==> src/rtl/dgldpc_pkg.sv <==
// Shared widths, vector types and the sweep FSM state encoding for the
// dgldpc variable-node schedule path.
package dgldpc_pkg;

    localparam int unsigned LLR_W  = 9;
    localparam int unsigned MSG_W  = 6;
    localparam int unsigned VOUT_W = 10;
    localparam int unsigned DV     = 4;

    typedef logic [LLR_W-1:0]  llr_t;
    typedef logic [MSG_W-1:0]  msg_t;
    typedef logic [VOUT_W-1:0] vout_t;

    typedef msg_t  [0:DV-1] msg_vec_t;
    // [0:DV-1] extrinsic messages, [DV] a-posteriori value
    typedef vout_t [0:DV]   vout_vec_t;

    typedef enum logic [2:0] {
        StIdle,
        StSweep,
        StDrain,
        StCheck,
        StDone
    } sched_state_e;

endpackage

==> src/rtl/vnu_sweep_scheduler_if.sv <==
// Message-memory and shuffledVNU signal bundle seen from the sweep scheduler.
interface vnu_sweep_scheduler_if
    import dgldpc_pkg::*;
#(
    parameter int unsigned ADDR_W = 6
) ();

    logic              o_rd_en;
    logic [ADDR_W-1:0] o_rd_addr;
    llr_t              i_rd_llr;
    msg_vec_t          i_rd_msg;
    llr_t              o_vnu_lovnu;
    msg_vec_t          o_vnu_data;
    vout_vec_t         i_vnu_data;
    logic              o_wr_en;
    logic [ADDR_W-1:0] o_wr_addr;
    vout_vec_t         o_wr_data;
    logic              o_hd;

    modport master (
        output o_rd_en, o_rd_addr, o_vnu_lovnu, o_vnu_data,
        output o_wr_en, o_wr_addr, o_wr_data, o_hd,
        input  i_rd_llr, i_rd_msg, i_vnu_data
    );

    modport slave (
        input  o_rd_en, o_rd_addr, o_vnu_lovnu, o_vnu_data,
        input  o_wr_en, o_wr_addr, o_wr_data, o_hd,
        output i_rd_llr, i_rd_msg, i_vnu_data
    );

endinterface

==> src/rtl/vnu_sweep_scheduler_pipe.sv <==
// Three-stage read -> VNU -> write-back delay line: valid/address shift plus
// the VNU input and result registers.
module vnu_sched_pipe
    import dgldpc_pkg::*;
#(
    parameter int unsigned ADDR_W = 6
) (
    input  logic              clk,
    input  logic              rst,
    input  logic              i_rd_en,
    input  logic [ADDR_W-1:0] i_rd_addr,
    input  llr_t              i_rd_llr,
    input  msg_vec_t          i_rd_msg,
    input  vout_vec_t         i_vnu_data,
    output llr_t              o_vnu_lovnu,
    output msg_vec_t          o_vnu_data,
    output logic              o_wr_en,
    output logic [ADDR_W-1:0] o_wr_addr,
    output vout_vec_t         o_wr_data,
    output logic              o_hd
);

    logic [1:0]        r_vld;
    logic [ADDR_W-1:0] r_addr1;
    logic [ADDR_W-1:0] r_addr2;
    llr_t              r_vnu_llr;
    msg_vec_t          r_vnu_msg;
    logic              r_wr_en;
    logic [ADDR_W-1:0] r_wr_addr;
    vout_vec_t         r_wr_data;
    logic              r_hd;

    always_ff @(posedge clk) begin
        if (rst) begin
            r_vld     <= '0;
            r_addr1   <= '0;
            r_addr2   <= '0;
            r_vnu_llr <= '0;
            r_vnu_msg <= '0;
            r_wr_en   <= 1'b0;
            r_wr_addr <= '0;
            r_wr_data <= '0;
            r_hd      <= 1'b0;
        end else begin
            r_vld   <= {r_vld[0], i_rd_en};
            r_addr1 <= i_rd_addr;
            r_addr2 <= r_addr1;
            // Memory data arrives one cycle after the strobe; VNU inputs hold otherwise
            if (r_vld[0]) begin
                r_vnu_llr <= i_rd_llr;
                r_vnu_msg <= i_rd_msg;
            end
            if (r_vld[1]) begin
                r_wr_data <= i_vnu_data;
                r_hd      <= i_vnu_data[DV][VOUT_W-1];
            end
            r_wr_en   <= r_vld[1];
            r_wr_addr <= r_addr2;
        end
    end

    assign o_vnu_lovnu = r_vnu_llr;
    assign o_vnu_data  = r_vnu_msg;
    assign o_wr_en     = r_wr_en;
    assign o_wr_addr   = r_wr_addr;
    assign o_wr_data   = r_wr_data;
    assign o_hd        = r_hd;

endmodule

==> src/rtl/vnu_sweep_scheduler.sv <==
// Sweep scheduler for the shared shuffledVNU: walks every variable node once per
// iteration, drains the write-back pipeline, then decides whether to iterate again.
module vnu_sweep_scheduler
    import dgldpc_pkg::*;
#(
    parameter int unsigned NUM_VN = 64,
    parameter int unsigned ADDR_W = 6,
    parameter int unsigned ITER_W = 5
) (
    input  logic                  clk,
    input  logic                  rst,
    input  logic                  i_start,
    input  logic [ITER_W-1:0]     i_max_iter,
    input  logic                  i_stop,
    output logic                  o_busy,
    output logic                  o_done,
    output logic [ITER_W-1:0]     o_iter_cnt,
    vnu_sweep_scheduler_if.master bus
);

    localparam logic [ADDR_W-1:0] LastAddr = ADDR_W'(NUM_VN - 1);

    sched_state_e      r_state;
    logic [ADDR_W-1:0] r_addr;
    logic              r_rd_en;
    logic [1:0]        r_drain;
    logic [ITER_W-1:0] r_limit;
    logic [ITER_W-1:0] r_iter;
    logic              r_busy;
    logic              r_done;
    logic [ITER_W-1:0] w_iter_next;

    assign w_iter_next = r_iter + ITER_W'(1);

    always_ff @(posedge clk) begin
        if (rst) begin
            r_state <= StIdle;
            r_addr  <= '0;
            r_rd_en <= 1'b0;
            r_drain <= '0;
            r_limit <= '0;
            r_iter  <= '0;
            r_busy  <= 1'b0;
            r_done  <= 1'b0;
        end else begin
            r_done <= 1'b0;
            unique case (r_state)
                StIdle: begin
                    if (i_start) begin
                        r_limit <= (i_max_iter == '0) ? ITER_W'(1) : i_max_iter;
                        r_iter  <= '0;
                        r_addr  <= '0;
                        r_rd_en <= 1'b1;
                        r_busy  <= 1'b1;
                        r_state <= StSweep;
                    end
                end
                StSweep: begin
                    if (r_addr == LastAddr) begin
                        r_rd_en <= 1'b0;
                        r_drain <= '0;
                        r_state <= StDrain;
                    end else begin
                        r_addr <= r_addr + ADDR_W'(1);
                    end
                end
                // Three idle cycles let the last write land before the next sweep reads
                StDrain: begin
                    if (r_drain == 2'd2) begin
                        r_state <= StCheck;
                    end else begin
                        r_drain <= r_drain + 2'd1;
                    end
                end
                StCheck: begin
                    r_iter <= w_iter_next;
                    if (i_stop || (w_iter_next == r_limit)) begin
                        r_busy  <= 1'b0;
                        r_done  <= 1'b1;
                        r_state <= StDone;
                    end else begin
                        r_addr  <= '0;
                        r_rd_en <= 1'b1;
                        r_state <= StSweep;
                    end
                end
                StDone: begin
                    r_state <= StIdle;
                end
                default: begin
                    r_state <= StIdle;
                end
            endcase
        end
    end

    assign o_busy        = r_busy;
    assign o_done        = r_done;
    assign o_iter_cnt    = r_iter;
    assign bus.o_rd_en   = r_rd_en;
    assign bus.o_rd_addr = r_addr;

    vnu_sched_pipe #(
        .ADDR_W(ADDR_W)
    ) u_pipe (
        .clk        (clk),
        .rst        (rst),
        .i_rd_en    (r_rd_en),
        .i_rd_addr  (r_addr),
        .i_rd_llr   (bus.i_rd_llr),
        .i_rd_msg   (bus.i_rd_msg),
        .i_vnu_data (bus.i_vnu_data),
        .o_vnu_lovnu(bus.o_vnu_lovnu),
        .o_vnu_data (bus.o_vnu_data),
        .o_wr_en    (bus.o_wr_en),
        .o_wr_addr  (bus.o_wr_addr),
        .o_wr_data  (bus.o_wr_data),
        .o_hd       (bus.o_hd)
    );

endmodule

==> src/flat_wrapper.sv <==
// flat-port wrapper written by rule: the top's interface ports become plain ports
module vnu_sweep_scheduler_flat import dgldpc_pkg::*;
#(
    parameter int unsigned NUM_VN = 64,
    parameter int unsigned ADDR_W = 6,
    parameter int unsigned ITER_W = 5
)
  (clk, rst, i_start, i_max_iter, i_stop, o_busy, o_done, o_iter_cnt, bus_o_rd_en, bus_o_rd_addr, bus_o_vnu_lovnu, bus_o_vnu_data, bus_o_wr_en, bus_o_wr_addr, bus_o_wr_data, bus_o_hd, bus_i_rd_llr, bus_i_rd_msg, bus_i_vnu_data);
  vnu_sweep_scheduler_if #(.ADDR_W(ADDR_W)) bus_i ();
  input  logic clk;
  input  logic rst;
  input  logic i_start;
  input  logic [ITER_W-1:0] i_max_iter;
  input  logic i_stop;
  output logic o_busy;
  output logic o_done;
  output logic [ITER_W-1:0] o_iter_cnt;
  output wire logic [$bits(bus_i.o_rd_en)-1:0] bus_o_rd_en;
  output wire logic [$bits(bus_i.o_rd_addr)-1:0] bus_o_rd_addr;
  output wire logic [$bits(bus_i.o_vnu_lovnu)-1:0] bus_o_vnu_lovnu;
  output wire logic [$bits(bus_i.o_vnu_data)-1:0] bus_o_vnu_data;
  output wire logic [$bits(bus_i.o_wr_en)-1:0] bus_o_wr_en;
  output wire logic [$bits(bus_i.o_wr_addr)-1:0] bus_o_wr_addr;
  output wire logic [$bits(bus_i.o_wr_data)-1:0] bus_o_wr_data;
  output wire logic [$bits(bus_i.o_hd)-1:0] bus_o_hd;
  input wire logic [$bits(bus_i.i_rd_llr)-1:0] bus_i_rd_llr;
  input wire logic [$bits(bus_i.i_rd_msg)-1:0] bus_i_rd_msg;
  input wire logic [$bits(bus_i.i_vnu_data)-1:0] bus_i_vnu_data;
  assign bus_o_rd_en = bus_i.o_rd_en;
  assign bus_o_rd_addr = bus_i.o_rd_addr;
  assign bus_o_vnu_lovnu = bus_i.o_vnu_lovnu;
  assign bus_o_vnu_data = bus_i.o_vnu_data;
  assign bus_o_wr_en = bus_i.o_wr_en;
  assign bus_o_wr_addr = bus_i.o_wr_addr;
  assign bus_o_wr_data = bus_i.o_wr_data;
  assign bus_o_hd = bus_i.o_hd;
  assign bus_i.i_rd_llr = bus_i_rd_llr;
  assign bus_i.i_rd_msg = bus_i_rd_msg;
  assign bus_i.i_vnu_data = bus_i_vnu_data;
  vnu_sweep_scheduler #(.NUM_VN(NUM_VN), .ADDR_W(ADDR_W), .ITER_W(ITER_W)) u_core (.clk(clk), .rst(rst), .i_start(i_start), .i_max_iter(i_max_iter), .i_stop(i_stop), .o_busy(o_busy), .o_done(o_done), .o_iter_cnt(o_iter_cnt), .bus(bus_i));
endmodule
==> config.mk <==
export PLATFORM = sky130hd
export DESIGN_NAME = vnu_sweep_scheduler_flat
export DESIGN_NICKNAME = d
export VERILOG_FILES = /design/src/rtl/dgldpc_pkg.sv /design/src/rtl/vnu_sweep_scheduler_if.sv /design/src/rtl/vnu_sweep_scheduler_pipe.sv /design/src/rtl/vnu_sweep_scheduler.sv /design/src/flat_wrapper.sv
export SDC_FILE = /design/constraint.sdc
export NUM_CORES = 1
export LEC_CHECK = 0
export ABC_AREA = 1
export BUFFER_PORTS_ARGS = -buffer_cell sky130_fd_sc_hd__clkbuf_2
export CAP_MARGIN = 20
export CORE_MARGIN = 10
export CORE_UTILIZATION = 53
export CTS_BUF_LIST = sky130_fd_sc_hd__clkbuf_4 sky130_fd_sc_hd__clkbuf_8
export CTS_CLUSTER_DIAMETER = 40
export DETAILED_ROUTE_END_ITERATION = 6
export MAX_ROUTING_LAYER = met4
export PLACE_DENSITY_LB_ADDON = 0.08
export RECOVER_POWER = 25
export SLEW_MARGIN = 15
export SYNTH_ARGS = -nofsm -noshare
export SYNTH_HDL_FRONTEND = slang
export SYNTH_SLANG_ARGS = --single-unit
==> constraint.sdc <==
create_clock -name clk -period 4.4 [get_ports clk]
set_clock_uncertainty 0.05 [all_clocks]
set_input_delay 0.44 -clock clk [delete_from_list [all_inputs] [get_ports clk]]
set_output_delay 0.44 -clock clk [all_outputs]
set_load 0.02 [all_outputs]
== Word-level counts from Yosys, hierarchy flattened ==
Cells that the tools add are included.

* Bits in registers: 129
* Bits in latches: 0
* Bits in writable memories: 0
* Bits in read-only memories: 0
* Bits of input ports: 92
* Output and inout bits: 105
* Word-level logic and storage cells: 77
* Memories: 0

* Add/sub/neg operators: 3
* Multipliers: 0
* Divide/modulo/power cells: 0
* Order comparisons: 0
* Equal/unequal tests: 13
* Shifts and indexed selects: 0
* Mux-type cells: 22
* Bitwise logic cells: 1
* Reduce and logical (&&, ||, !) cells: 14

{| class="wikitable"
|+ Operator list
! operator !! count
|-
| two-way mux 6 bit || 3
|-
| one-hot mux 6 bit (3 select lines) || 1
|-
| two-way mux 3 bit || 4
|-
| one-hot mux 3 bit (4 select lines) || 1
|-
| two-way mux 5 bit || 2
|-
| one-hot mux 5 bit (2 select lines) || 1
|-
| AND reduction 3 bit || 3
|-
| != test 2 bit, second input constant || 4
|-
| AND reduction 4 bit || 2
|-
| adder 6 x 1 -> 6 bit, second input constant || 1
|-
| == test 3 x 2 -> 1 bit, second input constant || 2
|-
| == test 6 bit, second input constant || 1
|-
| != test 2 x 1 -> 1 bit, second input constant || 3
|-
| adder 5 x 1 -> 5 bit, second input constant || 1
|-
| == test 5 bit || 1
|-
| logical NOT 5 bit || 1
|-
| two-way mux 1 bit || 5
|-
| two-way mux 2 bit || 2
|-
| one-hot mux 2 bit (2 select lines) || 1
|-
| AND reduction 2 bit || 2
|-
| nonzero test 2 bit || 2
|-
| == test 3 x 1 -> 1 bit, second input constant || 1
|-
| logical NOT 3 bit || 1
|-
| one-hot mux 1 bit (3 select lines) || 1
|-
| 7 further kinds || 7
|}

== Logic depth before layout (Yosys ltp) ==
Gate-level depths: netlist (run 1).

* Word-level depth: 5
* Mapped depth: 14
* Gate-level depth less buffers: 13

== By module ==
Synthesis (run 1) repeated with hierarchy kept, for this count alone.

* Cells, all modules: 785
* Area total of the unflattened synthesis: 5,240.0 µm²

{| class="wikitable"
|+ By module, submodules not included
! module !! instances !! cells an instance !! area each (µm²) !! seq. area each (µm²)
|-
| vnu_sched_pipe || 1 || 592 || 3,968.8 || 2,082.0
|-
| vnu_sweep_scheduler || 1 || 193 || 1,271.2 || 480.5
|}

== Least setup slack after synthesis (run 1) ==
Ideal clock, no wire load.

* Kind: reg2reg
* Start point: register u_core.r_iter[0], in the netlist u_core.o_iter_cnt[0]
* End point: register u_core.r_addr[2], in the netlist u_core.bus.o_rd_addr[2]
* Library setup time: 0.115 ns
* Arrival time: 1.717 ns
* Data required time: 4.235 ns
* Path slack: 2.518 ns
* Stages on the path, launching flop included: 13
* Buffers on the path: 1
* Period minus slack after synthesis: 1.882 ns
* Cells stage by stage: dfxtp_1 -> ha_1 -> nand2_1 -> nand2_1 -> nor2_1 -> nand3_1 -> nor2_2 -> nand3_2 -> nand2_2 -> nand2_2 -> buf_6 -> a21oi_1 -> nor2_1

* Longest elaborated chain between the ends: 5

{| class="wikitable"
|+ Ends and longest elaborated chain
! element !! line !! text
|-
| start, declared || vnu_sweep_scheduler.sv:28 || <nowiki>logic [ITER_W-1:0] r_iter;</nowiki>
|-
| start signal, assigned || vnu_sweep_scheduler.sv:76 || <nowiki>r_iter <= w_iter_next;</nowiki>
|-
| adder 5 x 1 -> 5 bit || vnu_sweep_scheduler.sv:33 || <nowiki>assign w_iter_next = r_iter + ITER_W'(1);</nowiki>
|-
| == test 5 bit || vnu_sweep_scheduler.sv:77 || <nowiki>if (i_stop || (w_iter_next == r_limit)) begin</nowiki>
|-
| logical OR 1 bit || vnu_sweep_scheduler.sv:77 ||
|-
| != test 2 bit (no source line) || n/a ||
|-
| AND reduction 4 bit (no source line) || n/a ||
|-
| end signal, assigned || vnu_sweep_scheduler.sv:64 || <nowiki>r_addr <= r_addr + ADDR_W'(1);</nowiki>
|-
| end, declared || vnu_sweep_scheduler.sv:24 || <nowiki>logic [ADDR_W-1:0] r_addr;</nowiki>
|}

Every way passes these cells.
A chain may end at the register's enable or synchronous reset.

==> results of run 1 <==
## cell families after synthesis
| kind of cell | after synthesis | share of synthesized area [%] |
|---|---|---|
| buffers and inverters | 79 | 6.75 |
| adder cells (fa/ha/maj) | 3 | 0.801 |
| AO/OA/AOI/OAI | 118 | 13.1 |
| AND/OR/NAND/NOR | 286 | 24.6 |
| flip-flops | 128 | 54.7 |
## routing by layer
| metal | share of wire, % | vias to the layer above |
|---|---|---|
| li1 | - | 2317 |
| met1 | 40 | 2054 |
| met2 | 51 | 141 |
| met3 | 7.2 | 14 |
| met4 | 1.3 | 0 |
| met5 | 0 | - |
## state kept, by name, summed over array words and instances, names as in the netlist
name / flops
u_core.u_pipe.o_wr_data: 50
u_core.u_pipe.o_vnu_data: 24
u_core.u_pipe.o_vnu_lovnu: 9
u_core.bus.o_rd_addr: 6
u_core.u_pipe.o_wr_addr: 6
u_core.u_pipe.r_addr1: 6
u_core.u_pipe.r_addr2: 6
u_core.o_iter_cnt: 5
u_core.r_limit: 5
u_core.r_state: 3
u_core.r_drain: 2
u_core.u_pipe.r_vld: 2
u_core.bus.o_rd_en: 1
u_core.o_busy: 1
u_core.o_done: 1
u_core.u_pipe.o_wr_en: 1
## layout make-up
type / instances / area [µm²] / area share, %
clock buffer: 17 / 234 / 3.88
clock inverter: 15 / 159 / 2.63
inverter: 46 / 173 / 2.86
multi-input combinational: 407 / 1810 / 30.0
sequential: 128 / 2560 / 42.5
tap: 108 / 135 / 2.24
timing repair buffer: 200 / 962 / 15.9
## worst max-delay path by stage
stage                                      start                           end  slack, ps  cells after the start
after global routing                         rst  u_core.u_pipe.o_vnu_lovnu[4]       1300                      5
after global placement                       rst   u_core.u_pipe.o_wr_data[45]       2130                      5
final                                        rst  u_core.u_pipe.o_vnu_data[16]       1640                      5
after floorplan             u_core.o_iter_cnt[0]       u_core.bus.o_rd_addr[2]       2520                     12
after detailed placement                     rst  u_core.u_pipe.o_vnu_data[16]       2060                      5
after CTS                 u_core.u_pipe.r_vld[0]  u_core.u_pipe.o_vnu_lovnu[4]       2330                      4
## Yosys cell counts
| cell | instances | area, µm² |
|---|---|---|
| a21oi_1 | 23 | 115 |
| nor3_1 | 1 | 5.00 |
| inv_1 | 42 | 158 |
| buf_6 | 2 | 22.5 |
| nand2_1 | 44 | 165 |
| inv_2 | 2 | 7.51 |
| o21ai_2 | 2 | 17.5 |
| buf_4 | 1 | 7.51 |
| nand4_1 | 3 | 18.8 |
| nand3_1 | 21 | 105 |
| a21oi_4 | 1 | 16.3 |
| nand3_2 | 1 | 10.0 |
| nor4_1 | 1 | 6.26 |
| a211oi_1 | 1 | 7.51 |
| nor2_1 | 206 | 773 |
| nor2_4 | 1 | 11.3 |
| clkinv_1 | 2 | 7.51 |
| clkbuf_1 | 28 | 105 |
| nor3_4 | 1 | 16.3 |
| or2_2 | 1 | 6.26 |
| buf_1 | 1 | 3.75 |
| ha_1 | 3 | 37.5 |
| buf_2 | 1 | 5.00 |
| dfxtp_1 | 128 | 2560 |
| nor2_2 | 2 | 12.5 |
| nand2_2 | 4 | 25.0 |
| o41ai_1 | 1 | 8.76 |
| o21ai_0 | 90 | 450 |
## power groups by stage
stage | combinational, mW | sequential [mW] | clock (mW)
after floorplan | 0.524 | 1.70 | 0
after global placement | 1.02 | 1.51 | 0
after detailed placement | 1.04 | 1.51 | 0
after CTS | 1.05 | 1.49 | 1.01
after global routing | 1.15 | 1.52 | 1.07
final | 1.02 | 1.49 | 0.988
## per-stage QoR
step	hold slack, ps	cells
after floorplan	338	614
after global placement	340	889
after detailed placement	344	889
after CTS	160	921
after global routing	163	921
final	181	921
## critical path, cell delays in order
cell and delay [ps]:
clkbuf_1 990, inv_1 820, buf_4 510, o21ai_0 160
nor2_1 60
## placed cells by master (no fill, tap or decap), drive strengths merged
master,count
a211oi,1
a21oi,24
buf,4
bufinv,2
clkbuf,213
clkinv,8
clkinvlp,3
dfxtp,128
ha,3
inv,48
nand2,48
nand3,22
nand4,3
nor2,209
nor3,2
nor4,1
o21ai,92
o41ai,1
or2,1
==> results.md, run 1 <==
- Vias in the first global route: around 4500
- Hold Crit Depth: 3
- Grt peak-use layer: met2
- Met2 usage: around 35%
- Die ar.: ~13000 µm²
- Clock Latency Late Sink: ~430 ps
- Die X: 114 µm
- First-pass GRT wire length: 21500 µm
- Largest net degree at the start of global routing: 61
- Place WS: about 2100 ps
- # clock sinks: ~130
- Finished Cell Area: between 6000 and 7000 µm²
- MaxCap Viol Count: 0
- Pleak: roughly 3 nW
- ANT cells: 0
- R2R setup slack: 2350 ps
- Power per Cell Area: 581 nW/µm²
- Share of layout cells above drive strength 1: 25.6%
- Clock slew at reported path FFs: ~80 ps
- Vias per inst: 4.91
- DP HPWL: 10000 µm
- Int Pwr: roughly 2.2 mW
- Clk pwr share: between 20 and 30%
- Worst R2R End: u_core.u_pipe.o_vnu_lovnu[4]
- # DRC: 0
- Min-delay src: bus_i_vnu_data[29]
- Comb power frac: 29.2%
- Vias: 4526
- Setup TNS: 0 ps
- Tmin final: roughly 2800 ps
- Power share of the sequential group: 42.6%
- Relative slew slack: approximately 7.6%
- RSZ-0062 raised after global routing: false
- Initial antenna violation count: 0
- Post-Route Utilization: 69.5%
- Placed cell areas: between 5000 and 6000 µm²
- Final Max Tran Viols: 0
- Syn_area_per_cell: 7.63 µm²
- Post-CTS setup buffer count: 0
- Endpoints failing setup: 0
- WP data required: between 4000 and 5000 ps
- GPL Wtd Cong: around 0.9
- R2R Path Start: u_core.u_pipe.r_vld[0]
- Yosys warns: 0
- Port Buffer Count: 196
- Total grt overflow: 0
- Row count: 34
- Fin crit share: 62.8%
- CP Class: in -> reg
- Pwr Total: about 3.5 mW
- GRT Resource Usage Total: 20.9%
- Final nets: between 800 and 900
- # hold bufs at CTS: 0
- DIE HEIGHT: 114 µm
- Grt met3 use: around 8.0%
- Post-CTS Resized: 0
- Post-Syn Area: 4690 µm²
- Mapped Nets: between 700 and 800
- Final hold vios: 0
- CTS tree: done
- ANT nets after route: 0
- CTS Root Cell: clkbuf_8
- Routed wire length per instance: between 10 and 15 µm
- Fmax: about 360 MHz
- H-tree Lvls: 4
- Initial Util: a little over half
- Maximum vdd ir drop: roughly 300 µV
- Status: completed
- Hold endpoint: u_core.u_pipe.o_wr_data[29]
- CTS max path bufs: 2
- Switching Fraction: 37.2%
- Core Area: about 8700 µm²
- Slew @ Worst Pin: approximately 1400 ps
- IO Count: roughly 200
- Fillers: 792
- Distinct cells, synth: 28
- Worst setup margin: between 1500 and 2000 ps
- HP Class: in -> reg
- Area delta synth->final: 28.7%
- Initial DRC count: between 300 and 400
- Final wirelength: around 13000 µm
- Pre-Repair DR Iteration Count: 4
- Cells after Synth: around 610
- Met1 Track Usage GR: around 22%
- Psw: 1.30 mW
- Seq cells post-synth: 128
- Number of buffers created by CTS: 17
- FF-to-FF path depth: 4
- Crit start category: primary input
- Sequential fraction of the synthesis area: 54.7%
- CP max FO: 60
- Critical Path AT: between 3000 and 4000 ps
- Critical path endpoint category: flip-flop
Power figures use the tool's default switching activity.
==> inputs of run 2 (changes only) <==
--- a/config.mk
+++ b/config.mk
@@ -9,7 +9,7 @@
 export BUFFER_PORTS_ARGS = -buffer_cell sky130_fd_sc_hd__clkbuf_2
 export CAP_MARGIN = 20
 export CORE_MARGIN = 10
-export CORE_UTILIZATION = 53
+export CORE_UTILIZATION = 44
 export CTS_BUF_LIST = sky130_fd_sc_hd__clkbuf_4 sky130_fd_sc_hd__clkbuf_8
 export CTS_CLUSTER_DIAMETER = 40
 export DETAILED_ROUTE_END_ITERATION = 6
==> constraint.sdc (replaced) <==
create_clock -name clk -period 2.4 [get_ports clk]
set_clock_uncertainty 0.05 [all_clocks]
set_input_delay 0.24 -clock clk [delete_from_list [all_inputs] [get_ports clk]]
set_output_delay 0.24 -clock clk [all_outputs]
set_load 0.02 [all_outputs]
==> run 2 against run 1 <==
Effect of this change: global-route usage rose by 0.25 points; critical path type is now reg -> reg; first-iteration DRC count rose by 5.2%; cell count rose by 13%; sequential power rose by 85%; sequential share of layout area fell by 5.8 points; combinational power rose by 100%; count of clock-buffer cells in the layout rose by 8.
==> results.md, run 2 (same netlist as run 1, synthesis figures left out) <==
- Worst setup margin: 458 ps (was 1640 ps)
- Critical path endpoint category: flip-flop (unchanged)
- Psw: 2.39 mW (was 1.30 mW)
- Pwr Total: 6.59 mW (was 3.51 mW)
- Setup TNS: 0 ps (unchanged)
- H-tree Lvls: 4 (unchanged)
- Pre-Repair DR Iteration Count: 5 (was 4)
- Power per Cell Area: 944 nW/µm² (was 581 nW/µm²)
- DP HPWL: 10100 µm (was 10000 µm)
- # hold bufs at CTS: 84 (was 0)
- Clock slew at reported path FFs: 70 ps (was 80 ps)
- Port Buffer Count: 196 (unchanged)
- Area delta synth->final: 48.9% (was 28.7%)
- MaxCap Viol Count: 0 (unchanged)
- Endpoints failing setup: 0 (unchanged)
- Grt peak-use layer: met2 (unchanged)
- Share of layout cells above drive strength 1: 27.5% (was 25.6%)
- CTS max path bufs: 2 (unchanged)
- Place WS: 477 ps (was 2060 ps)
- Met1 Track Usage GR: 22.5% (was 22.2%)
- Total grt overflow: 0 (unchanged)
- Final Max Tran Viols: 0 (unchanged)
- Post-CTS setup buffer count: 0 (unchanged)
- Status: completed (unchanged)
- Routed wire length per instance: 15.2 µm (was 14.6 µm)
- Final nets: 981 (was 895)
- Final wirelength: 15800 µm (was 13500 µm)
- Maximum vdd ir drop: 553 µV (was 302 µV)
- Grt met3 use: 6.79% (was 7.98%)
- # DRC: 0 (unchanged)
- Post-CTS Resized: 0 (unchanged)
- Core Area: 10400 µm² (was 8680 µm²)
- Vias in the first global route: 5117 (was 4548)
- Comb power frac: 31.1% (was 29.2%)
- First-pass GRT wire length: 24900 µm (was 21500 µm)
- Number of buffers created by CTS: 17 (unchanged)
- Leading cell type in the layout, fill and taps excluded: nor2_1 (unchanged)
- Initial Util: 45.2% (was 54.0%)
- Relative slew slack: 29.9% (was 7.59%)
- Clk pwr share: 27.1% (was 28.2%)
- Die ar.: 15200 µm² (was 13000 µm²)
- WP data required: 2680 ps (was 4670 ps)
- Critical Path AT: 2220 ps (was 3030 ps)
- CTS tree: done (unchanged)
- Final hold vios: 0 (unchanged)
- RSZ-0062 raised after global routing: false (unchanged)
- CP Class: reg -> reg (was in -> reg)
- Tmin final: ~2000 ps
- Slew @ Worst Pin: 1050 ps (was 1390 ps)
- Die X: 123 µm (was 114 µm)
- Clock Latency Late Sink: 440 ps (was 430 ps)
- Initial antenna violation count: 2 (was 0)
- Vias: 5033 (was 4526)
- Initial DRC count: 323 (was 307)
- Max reg flops: 50 (unchanged)
- HP Class: in -> reg (unchanged)
- ANT nets after route: 0 (unchanged)
- DIE HEIGHT: 123 µm (was 114 µm)
- Row count: 37 (was 34)
- Fillers: 894 (was 792)
- Most frequent cells in the layout: 206 x nor2_1, 195 x clkbuf_2, 128 x dfxtp_1 (was 206 x nor2_1, 157 x clkbuf_2, 128 x dfxtp_1)
- CTS Root Cell: clkbuf_8 (unchanged)
- GRT Resource Usage Total: 21.2% (was 20.9%)
- Vias per inst: 4.84 (was 4.91)
- Int Pwr: 4.20 mW (was 2.20 mW)
- # clock sinks: 128 (unchanged)
- GPL Wtd Cong: 0.923 (was 0.878)
- Crit start category: flip-flop (was primary input)
- IO Count: 197 (unchanged)
- R2R setup slack: 460 ps (was 2350 ps)
- Pleak: 3.44 nW (was 2.94 nW)
- Largest net degree at the start of global routing: 66 (was 61)
- Fin crit share: between 80 and 90%
- Switching Fraction: 36.3% (was 37.2%)
- CP max FO: 15 (was 60)
- Power share of the sequential group: 41.8% (was 42.6%)
- Fmax: 515 MHz
- Met2 usage: 34.7% (was 35.4%)
==> run 2: cell types whose count changed in the layout (fill, tap and decap cells not counted), moves of 4 or more <==
cell           change
clkbuf_1          -37
clkbuf_2          +38
clkbuf_8           +5
diode_2            +5
dlygate4sd3_1     +84
inv_6              -4
==> run 2: through the flow <==
step                cells  hold slack (ps)  util [%]  instance area [µm²]
CTS                  1034             27.7      67.2                 6970
global placement      919              339      55.5                 5750
finish               1039             61.2      67.3                 6980
global route         1036             72.8      67.2                 6970
detailed placement    919              345      55.5                 5750
floorplan             614              325         -                 4690
==> run 2: metal layers <==
| layer | vias up | part of all wire [%] | routed length (µm) |
|---|---|---|---|
| li1 | 2491 | - | - |
| met5 | - | 0 | 0 |
| met3 | 44 | 6.6 | 1050 |
| met4 | 0 | 3.3 | 524 |
| met2 | 161 | 51 | 8090 |
| met1 | 2337 | 39 | 6180 |
==> run 2: final timing paths <==
path / start / endpoint / cells past startpoint
worst min-delay path: i_max_iter[4] / u_core.r_limit[0] / 4
worst max register to register: u_core.o_iter_cnt[0] / u_core.bus.o_rd_addr[0] / 12
worst min register to register: u_core.u_pipe.r_addr1[3] / u_core.u_pipe.r_addr2[3] / 2
worst max-delay path: u_core.o_iter_cnt[0] / u_core.bus.o_rd_addr[0] / 12
==> run 2: worst max-delay path, cell delays in order, from the launching register on <==
cell	delay [ps]
dfxtp_1	450
ha_1	260
inv_1	60
nand2_1	110
nand2_1	60
nand2_1	60
nand3_1	90
nor2_2	100
nand3_2	80
nand2_2	80
nand2_2	170
a21oi_1	210
nor2_1	60
==> run 2: cell type report <==
cell class              count  area, µm²  share of cell area (%)
diodes                      5       12.5                   0.179
clock inverters             6       55.1                   0.789
well taps                 136        170                    2.44
repair buffers            286       1870                    26.9
multi-input cells         407       1810                    25.9
clock buffers              25        325                    4.66
flip-flops and latches    128       2560                    36.7
inverters                  46        173                    2.47
==> run 2: power by group through the flow <==
stage	combinational, mW	clock (mW)	sequential, mW
5_1_grt	2.27	1.91	2.80
3_5_place_dp	1.93	0	2.79
3_3_place_gp	1.91	0	2.77
4_1_cts	2.05	1.82	2.75
6_report	2.05	1.79	2.75
2_1_floorplan	0.961	0	3.12
